[src/rtl/tx_word_sender_if.sv]
`default_nettype none
// ============================================================================
// Module   : tx_word_sender_if
// Brief    : Word-write side and transmitter handshake of tx_word_sender
// Revision : 1.0
// ============================================================================
interface tx_word_sender_if #(
  parameter int N_BITS_DATA  = 8,
  parameter int N_BYTES_WORD = 4
);
  logic                                wr_en;
  logic [N_BITS_DATA*N_BYTES_WORD-1:0] wr_data;
  logic                                tx_done_i;
  logic                                tx_start_o;
  logic [N_BITS_DATA-1:0]              tx_data_o;
  logic                                full_o;
  logic                                empty_o;
  logic                                busy_o;
  logic                                word_sent_o;
  logic                                overflow_o;

  // master: the debug-side writer plus the transmitter; slave: the sender
  modport master (
    output wr_en, wr_data, tx_done_i,
    input  tx_start_o, tx_data_o, full_o, empty_o, busy_o, word_sent_o, overflow_o
  );

  modport slave (
    input  wr_en, wr_data, tx_done_i,
    output tx_start_o, tx_data_o, full_o, empty_o, busy_o, word_sent_o, overflow_o
  );
endinterface
`default_nettype wire

[src/rtl/tx_word_sender.sv]
`default_nettype none
// ============================================================================
// Module   : tx_word_sender
// Brief    : Word FIFO feeding the UART transmitter one byte at a time, LSB first
// Revision : 1.0
// ============================================================================
module tx_word_sender #(
  parameter int N_BITS_DATA     = 8,
  parameter int N_BYTES_WORD    = 4,
  parameter int FIFO_DEPTH_LOG2 = 2
) (
  input  logic           clock,
  input  logic           reset,
  tx_word_sender_if.slave bus
);
  localparam int c_word_w = N_BITS_DATA * N_BYTES_WORD;
  localparam int c_depth  = 1 << FIFO_DEPTH_LOG2;
  localparam int c_idx_w  = (N_BYTES_WORD > 1) ? $clog2(N_BYTES_WORD) : 1;

  localparam logic [c_idx_w-1:0]         c_last_idx = c_idx_w'(N_BYTES_WORD - 1);
  localparam logic [c_idx_w-1:0]         c_idx_one  = c_idx_w'(1);
  localparam logic [FIFO_DEPTH_LOG2-1:0] c_ptr_one  = FIFO_DEPTH_LOG2'(1);
  localparam logic [FIFO_DEPTH_LOG2:0]   c_cnt_one  = (FIFO_DEPTH_LOG2 + 1)'(1);
  localparam logic [FIFO_DEPTH_LOG2:0]   c_cnt_full = (FIFO_DEPTH_LOG2 + 1)'(c_depth);

  typedef enum logic [2:0] {
    S_IDLE      = 3'd0,
    S_ARM       = 3'd1,
    S_START     = 3'd2,
    S_WAIT_BUSY = 3'd3,
    S_WAIT_DONE = 3'd4
  } state_t;

  state_t                       r_state;
  state_t                       w_next_state;

  logic [c_word_w-1:0]          r_mem [c_depth];
  logic [FIFO_DEPTH_LOG2-1:0]   r_wr_ptr;
  logic [FIFO_DEPTH_LOG2-1:0]   r_rd_ptr;
  logic [FIFO_DEPTH_LOG2:0]     r_count;
  logic                         r_overflow;

  logic [c_word_w-1:0]          r_word;
  logic [c_idx_w-1:0]           r_byte_idx;
  logic [N_BITS_DATA-1:0]       r_tx_data;
  logic                         r_word_sent;

  logic                         w_full;
  logic                         w_empty;
  logic                         w_push;
  logic                         w_pop;
  logic                         w_advance;
  logic                         w_word_done;
  logic                         w_tx_start;
  logic                         w_busy;
  logic [c_word_w-1:0]          w_head;
  logic [c_idx_w-1:0]           w_next_idx;
  logic [N_BITS_DATA-1:0]       w_bytes [N_BYTES_WORD];

  assign w_full     = (r_count == c_cnt_full);
  assign w_empty    = (r_count == '0);
  assign w_push     = bus.wr_en & ~w_full;
  assign w_head     = r_mem[r_rd_ptr];
  assign w_next_idx = r_byte_idx + c_idx_one;

  for (genvar k = 0; k < N_BYTES_WORD; k++) begin : g_bytes
    assign w_bytes[k] = r_word[k*N_BITS_DATA +: N_BITS_DATA];
  end

  // ---------------------------------------------------------------- FSM
  always_ff @(posedge clock) begin
    if (reset) begin
      r_state <= S_IDLE;
    end else begin
      r_state <= w_next_state;
    end
  end

  // tx_start_o and busy_o decode the state only: tx_done_i must never reach them
  always_comb begin
    w_next_state = r_state;
    w_pop        = 1'b0;
    w_advance    = 1'b0;
    w_word_done  = 1'b0;
    w_tx_start   = 1'b0;
    w_busy       = 1'b1;
    case (r_state)
      S_IDLE: begin
        w_busy = 1'b0;
        if (!w_empty) begin
          w_pop        = 1'b1;
          w_next_state = S_ARM;
        end
      end
      S_ARM: begin
        if (bus.tx_done_i) begin
          w_next_state = S_START;
        end
      end
      S_START: begin
        w_tx_start   = 1'b1;
        w_next_state = S_WAIT_BUSY;
      end
      S_WAIT_BUSY: begin
        if (!bus.tx_done_i) begin
          w_next_state = S_WAIT_DONE;
        end
      end
      S_WAIT_DONE: begin
        if (bus.tx_done_i) begin
          if (r_byte_idx == c_last_idx) begin
            w_word_done  = 1'b1;
            w_next_state = S_IDLE;
          end else begin
            w_advance    = 1'b1;
            w_next_state = S_ARM;
          end
        end
      end
      default: begin
        w_busy       = 1'b0;
        w_next_state = S_IDLE;
      end
    endcase
  end

  // --------------------------------------------------------------- FIFO
  always_ff @(posedge clock) begin
    if (w_push) begin
      r_mem[r_wr_ptr] <= bus.wr_data;
    end
  end

  always_ff @(posedge clock) begin
    if (reset) begin
      r_wr_ptr   <= '0;
      r_rd_ptr   <= '0;
      r_count    <= '0;
      r_overflow <= 1'b0;
    end else begin
      if (w_push) begin
        r_wr_ptr <= r_wr_ptr + c_ptr_one;
      end
      if (w_pop) begin
        r_rd_ptr <= r_rd_ptr + c_ptr_one;
      end
      case ({w_push, w_pop})
        2'b10:   r_count <= r_count + c_cnt_one;
        2'b01:   r_count <= r_count - c_cnt_one;
        default: r_count <= r_count;
      endcase
      // judged on the registered full flag, so a same-cycle pop does not rescue it
      if (bus.wr_en && w_full) begin
        r_overflow <= 1'b1;
      end
    end
  end

  // ----------------------------------------------------- word / byte path
  always_ff @(posedge clock) begin
    if (reset) begin
      r_word      <= '0;
      r_byte_idx  <= '0;
      r_tx_data   <= '0;
      r_word_sent <= 1'b0;
    end else begin
      r_word_sent <= w_word_done;
      if (w_pop) begin
        r_word     <= w_head;
        r_byte_idx <= '0;
        r_tx_data  <= w_head[N_BITS_DATA-1:0];
      end else if (w_advance) begin
        r_byte_idx <= w_next_idx;
        r_tx_data  <= w_bytes[w_next_idx];
      end
    end
  end

  assign bus.tx_start_o  = w_tx_start;
  assign bus.tx_data_o   = r_tx_data;
  assign bus.full_o      = w_full;
  assign bus.empty_o     = w_empty;
  assign bus.busy_o      = w_busy;
  assign bus.word_sent_o = r_word_sent;
  assign bus.overflow_o  = r_overflow;

endmodule
`default_nettype wire

[src/flat_wrapper.sv]
// flat-port wrapper written by rule: the top's interface ports become plain ports
module tx_word_sender_flat 
#(
  parameter int N_BITS_DATA     = 8,
  parameter int N_BYTES_WORD    = 4,
  parameter int FIFO_DEPTH_LOG2 = 2
)
  (clock, reset, bus_wr_en, bus_wr_data, bus_tx_done_i, bus_tx_start_o, bus_tx_data_o, bus_full_o, bus_empty_o, bus_busy_o, bus_word_sent_o, bus_overflow_o);
  tx_word_sender_if #(.N_BITS_DATA(N_BITS_DATA), .N_BYTES_WORD(N_BYTES_WORD)) bus_i ();
  input  logic clock;
  input  logic reset;
  input wire logic [$bits(bus_i.wr_en)-1:0] bus_wr_en;
  input wire logic [$bits(bus_i.wr_data)-1:0] bus_wr_data;
  input wire logic [$bits(bus_i.tx_done_i)-1:0] bus_tx_done_i;
  output wire logic [$bits(bus_i.tx_start_o)-1:0] bus_tx_start_o;
  output wire logic [$bits(bus_i.tx_data_o)-1:0] bus_tx_data_o;
  output wire logic [$bits(bus_i.full_o)-1:0] bus_full_o;
  output wire logic [$bits(bus_i.empty_o)-1:0] bus_empty_o;
  output wire logic [$bits(bus_i.busy_o)-1:0] bus_busy_o;
  output wire logic [$bits(bus_i.word_sent_o)-1:0] bus_word_sent_o;
  output wire logic [$bits(bus_i.overflow_o)-1:0] bus_overflow_o;
  assign bus_i.wr_en = bus_wr_en;
  assign bus_i.wr_data = bus_wr_data;
  assign bus_i.tx_done_i = bus_tx_done_i;
  assign bus_tx_start_o = bus_i.tx_start_o;
  assign bus_tx_data_o = bus_i.tx_data_o;
  assign bus_full_o = bus_i.full_o;
  assign bus_empty_o = bus_i.empty_o;
  assign bus_busy_o = bus_i.busy_o;
  assign bus_word_sent_o = bus_i.word_sent_o;
  assign bus_overflow_o = bus_i.overflow_o;
  tx_word_sender #(.N_BITS_DATA(N_BITS_DATA), .N_BYTES_WORD(N_BYTES_WORD), .FIFO_DEPTH_LOG2(FIFO_DEPTH_LOG2)) u_core (.clock(clock), .reset(reset), .bus(bus_i));
endmodule
[config.mk]
export PLATFORM = sky130hd
export DESIGN_NAME = tx_word_sender_flat
export DESIGN_NICKNAME = d
export VERILOG_FILES = /design/src/rtl/tx_word_sender_if.sv /design/src/rtl/tx_word_sender.sv /design/src/flat_wrapper.sv
export SDC_FILE = /design/constraint.sdc
export NUM_CORES = 1
export LEC_CHECK = 0
export CELL_PAD_IN_SITES_DETAIL_PLACEMENT = 0
export CELL_PAD_IN_SITES_GLOBAL_PLACEMENT = 1
export CORE_ASPECT_RATIO = 1.75
export CORE_MARGIN = 5
export CORE_UTILIZATION = 30
export CTS_CLUSTER_SIZE = 12
export DETAILED_ROUTE_END_ITERATION = 10
export GPL_TIMING_DRIVEN = 0
export PLACE_DENSITY_LB_ADDON = 0.1
export REMOVE_ABC_BUFFERS = 1
export SYNTH_ARGS = -nofsm -noshare
export SYNTH_HDL_FRONTEND = slang
export SYNTH_SLANG_ARGS = --single-unit
[constraint.sdc]
create_clock -name clock -period 3.8 [get_ports clock]
set_input_delay 0.57 -clock clock [delete_from_list [all_inputs] [get_ports clock]]
set_output_delay 0.57 -clock clock [all_outputs]
set_load 0.02 [all_outputs]
==> results of run 1 <==
-- layout make-up --
| cell class | instances | area share, % |
|---|---|---|
| Clock buffer | 19 | 5.014 |
| Sequential cell | 184 | 57.56 |
| Timing Repair Buffer | 57 | 7.593 |
| Multi-Input combinational cell | 234 | 23.62 |
| Tap cell | 308 | 4.463 |
| Clock inverter | 13 | 1.232 |
| Inverter | 12 | 0.5217 |
-- cell families (layout without fill, tap and decap cells) --
| family | count (synthesis) | after routing |
|---|---|---|
| AND/OR/NAND/NOR | 81 | 81 |
| multiplexers | 40 | 40 |
| buffers and inverters | 50 | 101 |
| adder cells (fa/ha/maj) | 7 | 7 |
| AO/OA/AOI/OAI | 102 | 102 |
| flip-flops | 184 | 184 |
| XOR/XNOR | 4 | 4 |
-- through the flow --
stage               instance area, um2  power (W)  TNS [ps]
global placement                  7906   0.004314     -1760
CTS                               8620   0.006036         0
finish                            8635   0.005953         0
floorplan                         7030   0.003704         0
detailed placement                8079   0.004391         0
global route                      8635   0.006300         0
-- synthesized netlist by cell type, drive strengths merged (2+ instances only) --
cell type | count | share of area [%]
a21oi | 44 | 3.1
a311oi | 8 | 0.97
and3 | 4 | 0.35
buf | 15 | 1.2
clkbuf | 23 | 1.3
dfxtp | 56 | 16
edfxtp | 128 | 53
ha | 6 | 1.0
inv | 11 | 0.57
mux4 | 40 | 13
nand2 | 2 | 0.10
nand3 | 44 | 3.1
nor2 | 8 | 0.42
nor3 | 11 | 0.83
o21ai | 46 | 3.2
or3 | 4 | 0.35
or3b | 2 | 0.24
xnor2 | 2 | 0.24
xor2 | 2 | 0.24
-- repair_timing --
| action | 4_1_cts | 5_1_grt |
|---|---|---|
| setup endpoints to repair | 1 | 0 |
| setup buffers | 0 | 0 |
| resized for setup | 1 | 0 |
-- routing by layer --
| layer | GRT usage [%] | wire (um) | vias up |
|---|---|---|---|
| li1 | - | - | 1900 |
| met1 | 13.99 | 6334 | 2076 |
| met2 | 21.30 | 8617 | 67 |
| met3 | 3.553 | 507 | 15 |
| met4 | 4.080 | 266 | 0 |
| met5 | 0 | 0 | - |
-- flip-flops by register name, indices dropped and copies added, names as in the netlist, named ones only --
name and flops:
u_core.r_state 3, u_core.r_rd_ptr 2, u_core.r_wr_ptr 2, u_core.bus.overflow_o 1, u_core.r_count 3, u_core.bus.word_sent_o 1, u_core.r_word 32, u_core.r_mem 128
u_core.bus.tx_data_o 8, u_core.r_byte_idx 2
-- placed cells by master (no fill, tap or decap), types with 6 or more instances in the layout --
cell type,n
edfxtp_1,128
dfxtp_1,54
clkdlybuf4s50_1,48
o21ai_0,46
nand3_1,44
a21oi_1,44
mux4_2,40
clkbuf_16,17
inv_1,10
nor3_1,10
nor2_1,8
a311oi_1,8
ha_1,6
-- how the worst max path moves through the flow --
stage	startpoint	end	cells past startpoint
3_3_place_gp	u_core.r_state[2]$_SDFFE_PP0P_	u_core.r_count[2]$_SDFFE_PP0P_	9
3_5_place_dp	u_core.r_count[0]$_SDFFE_PP0P_	u_core.r_count[2]$_SDFFE_PP0P_	9
2_1_floorplan	u_core.r_state[2]$_SDFFE_PP0P_	u_core.r_count[2]$_SDFFE_PP0P_	9
4_1_cts	u_core.r_count[2]$_SDFFE_PP0P_	bus_empty_o	3
5_1_grt	u_core.r_count[2]$_SDFFE_PP0P_	bus_empty_o	3
6_report	u_core.r_count[2]$_SDFFE_PP0P_	bus_empty_o	3
-- tightest hold or removal path: cells and delay by family (launching register included) --
family	cells	cell delay [ps]
compound gates	2	120
flops	1	310
-- report_power, final --
group,switching [W],leakage [nW],internal [W]
combinational,0.000925,0.821,0.000715
clock,0.000732,0.256,0.000894
sequential,0.000220,1.63,0.00247
total,0.00188,2.71,0.00408
==> run summary, run 1 <==
Final WL: 15730 um
Worst min-delay path class: flip-flop to flip-flop
Placed cells: 794
Nets: 549
H-tree Lvls: 4
Worst-Margin Slew: 1052 ps
Initial Util: 30.23%
Final GP Congestion: 0.7210
Seq. cell area: 4970 um2
Worst Setup Slack, final: 171.8 ps
Post-detailed-route count of antenna-violating nets: 0
Ports: 50
CP Max Fanout: 45
Avg Cell Area, Syn: 15.40 um2
Fin cells: 827
Simple-Gate Fraction of Synth Area: 6.060%
XOR/XNOR Fraction of Synth Area: 0.4862%
Ratio of cells with drive above 1 in the final layout: 17.34%
Worst Setup Start Kind: flip-flop
Clock Root Buffer: clkbuf_16
# hold bufs at CTS: 0
Ys flop type: edfxtp_1
Post-synthesis cell type count: 37
Reg2Reg Depth: 9
Capturing point of the worst reg2reg path: u_core.r_count[2]$_SDFFE_PP0P_
Clock slew at the register clock pins of the worst setup and hold paths: 70 ps
Core Area: 23840 um2
Hold depth: 2
Adder-cell share of the synthesized area: 1.320%
Post-synthesis sequential area ratio: 68.90%
CTS buffer count: 17
Maximum vdd drop: 0.3328 mV
Ant. Diodes: 0
Clock latency on the worst-skew pair: 430 ps
Die Width: 127.2 um
PD cells: 689.4 nW/um2
GRT Resource Usage Total: 12.12%
Via count of the first global-routing pass: 4375
Max-slew violation count: 0
Post-synthesis compound-gate area fraction: 7.675%
Final Hold Viols: 0
Largest stage delay on the critical path: 830 ps
First-pass DRT Iterations: 5
Worst-case clock skew: 6.609 ps
Cell Area, Synth: 7206 um2
Number of buffers and inverters on the critical path: 2
Hold slack: 478.4 ps
CTS max path bufs: 2
Largest family of logic cells by synthesized area: multiplexers
Initial antenna violation count: 0
EDFF count, synth: 128
Mapped Cells: 468
DR vias/cell: 4.907
Largest net degree at the start of global routing: 46
Async set-reset flop share out of synthesis: 0%
Min-Delay Endpoint: u_core.r_word[24]$_SDFFE_PP0P_
Count of input and output buffers: 49
First-pass GRT wire length: 24960 um
Pre-CTS WS: 173.1 ps
P&R area growth vs syn: 19.83%
# fillers: 2330
CP Class: flip-flop to output pin
LEAKAGE: 2.711 nW
Reg2reg start: u_core.r_state[2]$_SDFFE_PP0P_
Crit path DAT: 3060 ps
Unrepaired setup endpoints after global routing: false
Multi-input combinational cell area: 2039 um2
FMAX: 275.6 MHz
DR iter-0 viols: 232
Drt drc: 0
Slew HR: 28.83%
Post-DP HPWL: 9763 um
Max-cap viol count: 0
Syn. warnings: 0
Crit. End Element: output pin
DIE AREA: 27340 um2
Final Cycle Share: 95.48%
DR vias: 4058
FF+latch count, synth: 184
R2R setup slack: 590 ps
Run status: finished clean
Post-synthesis mux area share: 12.50%
CTS tree: built
Final Core Density: 36.23%
Die H: 215.0 um
Final critical-path required period: 3628 ps
Delay-heaviest family, CP: buffers and inverters
Total grt overflow: 0
Slowest cell on the critical path: or3_2
Hold wc startpoint: u_core.r_word[24]$_SDFFE_PP0P_
CP cell instances: or3_2 -> inv_2 -> clkdlybuf4s50_1
# setup viols final: 0
Row cnt: 75
Critical Path RT: 3230 ps
Clock sink count: 184
WL/cell: 19.02 um
(Power assumes the default switching activity.)
==> run 2, diff against run 1 <==
- MAX_ROUTING_LAYER: not set -> met4
- RECOVER_POWER: not set -> 25
==> run 2 against run 1 <==
Global-route usage is 0.34 points higher; first-iteration DRC count is 7.8% lower; design area stayed put; hold slack hardly changed; critical path depth stayed put; total power is 0.11% lower; combinational power hardly changed; routed wire length hardly changed; highest routed layer unchanged.
==> run summary, run 2 (synthesis gave the netlist of run 1 again) <==
Run status: finished clean
DR iter-0 viols: 214
Placed cells: 794
Setup Buffers After CTS: 0
Critical Path RT: 3230 ps
Die Width: 127.2 um
Crit path DAT: 3060 ps
Commonest cells after routing, fill and taps aside: 128 x edfxtp_1, 54 x dfxtp_1, 46 x o21ai_0, 44 x nand3_1, 44 x a21oi_1
# hold bufs at CTS: 0
Commonest non-fill, non-tap cell in the layout: edfxtp_1
Nets: 549
Final WL: 15720 um
Count of input and output buffers: 49
Clock Root Buffer: clkbuf_16
CP Max Fanout: 45
Largest net degree at the start of global routing: 46
WL/cell: 19.01 um
Worst-case clock skew: 8.716 ps
Initial Util: 30.23%
Setup TNS: 0 ps
DR vias/cell: 4.931
Largest stage delay on the critical path: 830 ps
Biggest register: u_core.r_mem
GRT Resource Usage Total: 12.46%
Slowest cell on the critical path: or3_2
# fillers: 2330
Clock sink count: 184
Met2 WL: 8548 um
Die H: 215.0 um
DP Area: 8079 um2
First-pass DRT Iterations: 4
Final Cycle Share: 95.45%
CP Class: flip-flop to output pin
Wire length on met3: 465 um
Slew HR: 31.53%
Row cnt: 75
Top Layer Used: met4
Fin cells: 827
Clock latency on the worst-skew pair: 440 ps
Crit. End Element: output pin
Final Hold Viols: 0
Multi-input combinational cell area: 2039 um2
FMAX: 275.7 MHz
Worst Setup Start Kind: flip-flop
Core Area: 23840 um2
Clock slew at the register clock pins of the worst setup and hold paths: 70 ps
Ports: 50
Worst-Margin Slew: 1012 ps
Final GP Congestion: 0.7295
Unrepaired setup endpoints after global routing: false
Total grt overflow: 0
Design Area, Final: 8635 um2
Maximum vdd drop: 0.3325 mV
DR vias: 4078
Final critical-path required period: 3627 ps
Via count of the first global-routing pass: 4371
Ant. Diodes: 0
Seq. cell area: 4970 um2
CTS max path bufs: 2
CP cell instances: or3_2 -> inv_2 -> clkdlybuf4s50_1
# setup viols final: 0
Post-DP HPWL: 9763 um
PD cells: 688.7 nW/um2
CTS tree: built
Ratio of cells with drive above 1 in the final layout: 17.34%
CTS buffer count: 17
Largest register FFs: 128
Hold slack: 478.1 ps
H-tree Lvls: 4
Number of buffers and inverters on the critical path: 2
Drt drc: 0
Delay-heaviest family, CP: buffers and inverters
DRT met1 WL: 6442 um
Worst min-delay path class: flip-flop to flip-flop
P&R area growth vs syn: 19.83%
DIE AREA: 27340 um2
PostCTS Resize Cnt: 1
Max-cap viol count: 0
LEAKAGE: 2.717 nW
Post-detailed-route count of antenna-violating nets: 0
Initial antenna violation count: 0
Max-slew violation count: 0
First-pass GRT wire length: 24940 um
==> run 2: cell count changes in the layout (fill, tap and decap cells not counted), sizes merged <==
| cell | previous run | this run |
|---|---|---|
| clkdlybuf4s50 | 48 | 27 |
| dlygate4sd3 | 0 | 21 |
==> run 2: path summary, 6_finish.rpt <==
| path | from | to | slack (ps) | cells past startpoint |
|---|---|---|---|---|
| max | u_core.r_count[2]$_SDFFE_PP0P_ | bus_empty_o | 170 | 3 |
| min | u_core.r_word[18]$_SDFFE_PP0P_ | u_core.r_word[18]$_SDFFE_PP0P_ | 480 | 2 |
| min reg2reg | u_core.r_word[18]$_SDFFE_PP0P_ | u_core.r_word[18]$_SDFFE_PP0P_ | 480 | 2 |
| max reg2reg | u_core.r_state[2]$_SDFFE_PP0P_ | u_core.r_count[2]$_SDFFE_PP0P_ | 600 | 9 |
==> run 2: power by group <==
part	switching, W	leakage (nW)	internal [W]	total, W
sequential	0.000220	1.63	0.00247	0.00269
clock	0.000733	0.256	0.000895	0.00163
combinational	0.000923	0.826	0.000710	0.00163
total	0.00188	2.72	0.00407	0.00595
==> run 2: worst reg2reg max path, cell delays in order (launching register included) <==
cell     delay (ps)
dfxtp_1         430
nor3_4          780
nand2_1         470
inv_1           150
ha_1            190
inv_1            70
fa_1            430
xor2_1          160
or3_1           310
a21oi_1         150
==> run 2: final cells by class <==
class                   count  share of cell area [%]
inverters                  12                  0.5217
flip-flops and latches    184                   57.56
clock inverters            13                   1.232
well taps                 308                   4.463
multi-input cells         234                   23.62
repair buffers             57                   7.593
clock buffers              19                   5.014
==> run 2: layer usage <==
metal / vias to the layer above / GRT usage, %
met5: - / -
met4: 0 / 4.080
met3: 15 / 3.528
met2: 53 / 21.27
met1: 2106 / 14.00
li1: 1904 / -
==> run 2: stage by stage <==
step,setup WS [ps],power (W),utilization (%)
global placement,-861.9,0.004314,33.17
detailed placement,173.1,0.004391,33.89
floorplan,505.4,0.003704,-
CTS,135.7,0.006036,36.16
global route,29.53,0.006293,36.23
finish,172.7,0.005946,36.23
==> run 3, diff against run 2 <==
- clock period: 3.8 -> 3.5 ns (I/O delays scaled with it)
==> run 3 against run 2 <==
Sequential share of layout area hardly changed; largest cell class unchanged; count of clock-buffer cells in the layout stayed put; utilization hardly changed; combinational power is 9% higher; die area stayed put; design area hardly changed.
==> run summary, run 3 (synthesis gave the netlist of run 1 again) <==
Run status: finished clean
Met2 WL: 8548 um
Top Layer Used: met4
Die H: 215.0 um
PostCTS Resize Cnt: 2
Wire length on met3: 463 um
Crit path DAT: 2830 ps
Worst min-delay path class: flip-flop to flip-flop
Maximum vdd drop: 0.3611 mV
CP Max Fanout: 45
Int Pwr: 0.004422 W
Worst Setup Start Kind: flip-flop
Ports: 50
Commonest cells after routing, fill and taps aside: 128 x edfxtp_1, 54 x dfxtp_1, 46 x o21ai_0, 44 x nand3_1, 44 x a21oi_1
GRT Resource Usage Total: 12.46%
Post-detailed-route count of antenna-violating nets: 0
Unrepaired setup endpoints after global routing: false
Via count of the first global-routing pass: 4371
H-tree Lvls: 4
Clock sink count: 184
Clock Power Share: 27.3%
Switching power: 0.002041 W
WL/cell: 19.03 um
CP Class: flip-flop to output pin
CP cell instances: or3_2 -> inv_4 -> clkdlybuf4s50_1
Largest net degree at the start of global routing: 46
# hold bufs at CTS: 0
Sequential Power Share: 45.1%
Biggest register: u_core.r_mem
Slew HR: 30.86%
Die Width: 127.2 um
Commonest non-fill, non-tap cell in the layout: edfxtp_1
Drt drc: 0
Largest register FFs: 128
Count of input and output buffers: 49
Part of the power in combinational logic: 27.5%
DR vias/cell: 4.931
Crit. End Element: output pin
Largest stage delay on the critical path: 840 ps
Max-cap viol count: 0
Initial antenna violation count: 0
Setup Buffers After CTS: 0
Critical Path RT: 2970 ps
Final WL: 15740 um
Clock latency on the worst-skew pair: 440 ps
Switching share of power: 31.58%
DR iter-0 viols: 220
First-pass DRT Iterations: 4
CTS max path bufs: 2
Final Hold Viols: 0
Ant. Diodes: 0
Max-slew violation count: 0
LEAKAGE: 2.717 nW
Delay-heaviest family, CP: buffers and inverters
Worst-case clock skew: 8.736 ps
Number of buffers and inverters on the critical path: 2
Clock Root Buffer: clkbuf_16
Worst Setup Slack, final: 150.0 ps
FMAX: 298.5 MHz
Nets: 549
Core Area: 23840 um2
Final GP Congestion: 0.7295
Ratio of cells with drive above 1 in the final layout: 17.34%
Final Cycle Share: 95.71%
Worst-Margin Slew: 1022 ps
Slowest cell on the critical path: or3_2
PD cells: 748.3 nW/um2
P&R area growth vs syn: 19.86%
DIE AREA: 27340 um2
DR vias: 4078
Clock slew at the register clock pins of the worst setup and hold paths: 70 ps
Row cnt: 75
CTS buffer count: 17
R2R setup slack: 290 ps
First-pass GRT wire length: 24940 um
Post-DP HPWL: 9763 um
# setup viols final: 0
Pre-CTS WS: -126.9 ps
Final critical-path required period: 3350 ps
Final Core Density: 36.24%
CTS tree: built
DRT met1 WL: 6457 um
Initial Util: 30.23%
Total grt overflow: 0
==> run 3: cell count changes in the layout (fill, tap and decap cells not counted) <==
cell | before | now
inv_2 | 1 | 0
inv_4 | 0 | 1
==> run 3: layer usage <==
metal / up-vias / track usage, %
met5: - / -
met4: 0 / 4.080
met3: 16 / 3.528
met2: 53 / 21.27
met1: 2106 / 14.00
li1: 1903 / -
==> run 3: path summary, 6_finish.rpt <==
path | start | end | cells past startpoint
worst min-delay path | u_core.r_word[18]$_SDFFE_PP0P_ | u_core.r_word[18]$_SDFFE_PP0P_ | 2
worst min register to register | u_core.r_word[18]$_SDFFE_PP0P_ | u_core.r_word[18]$_SDFFE_PP0P_ | 2
worst max-delay path | u_core.r_count[2]$_SDFFE_PP0P_ | bus_empty_o | 3
worst max register to register | u_core.r_state[2]$_SDFFE_PP0P_ | u_core.r_count[2]$_SDFFE_PP0P_ | 9
==> run 3: power by group through the flow <==
stage / registers (W) / logic (W) / clock network [W]
floorplan: 0.00295 / 0.00107 / 0
finish: 0.00292 / 0.00178 / 0.00177
detailed placement: 0.00298 / 0.00179 / 0
CTS: 0.00293 / 0.00180 / 0.00183
global route: 0.00298 / 0.00195 / 0.00191
global placement: 0.00300 / 0.00168 / 0
==> run 3: metrics by stage <==
step	instance area, um2	setup TNS (ps)	power (W)	std cells	hold slack (ps)
finish	8637	0	0.006463	827	478.1
global route	8637	0	0.006838	827	502.5
CTS	8622	0	0.006559	826	477.4
detailed placement	8079	-126.9	0.004767	794	467.5
global placement	7906	-3523	0.004684	787	457.3
floorplan	7030	0	0.004021	430	444.3
==> run 3: layout make-up <==
cell class,instances,area [um2]
multi-input combinational,234,2039
fill,2330,15200
timing repair buffer,57,655.6
inverter,12,47.55
clock buffer,19,432.9
tap,308,385.4
sequential,184,4970
clock inverter,13,106.4
==> run 3: worst min-delay path, stage by stage, from the launching register on <==
cell and delay (ps):
dfxtp_1 310, o21ai_0 60, a21oi_1 60
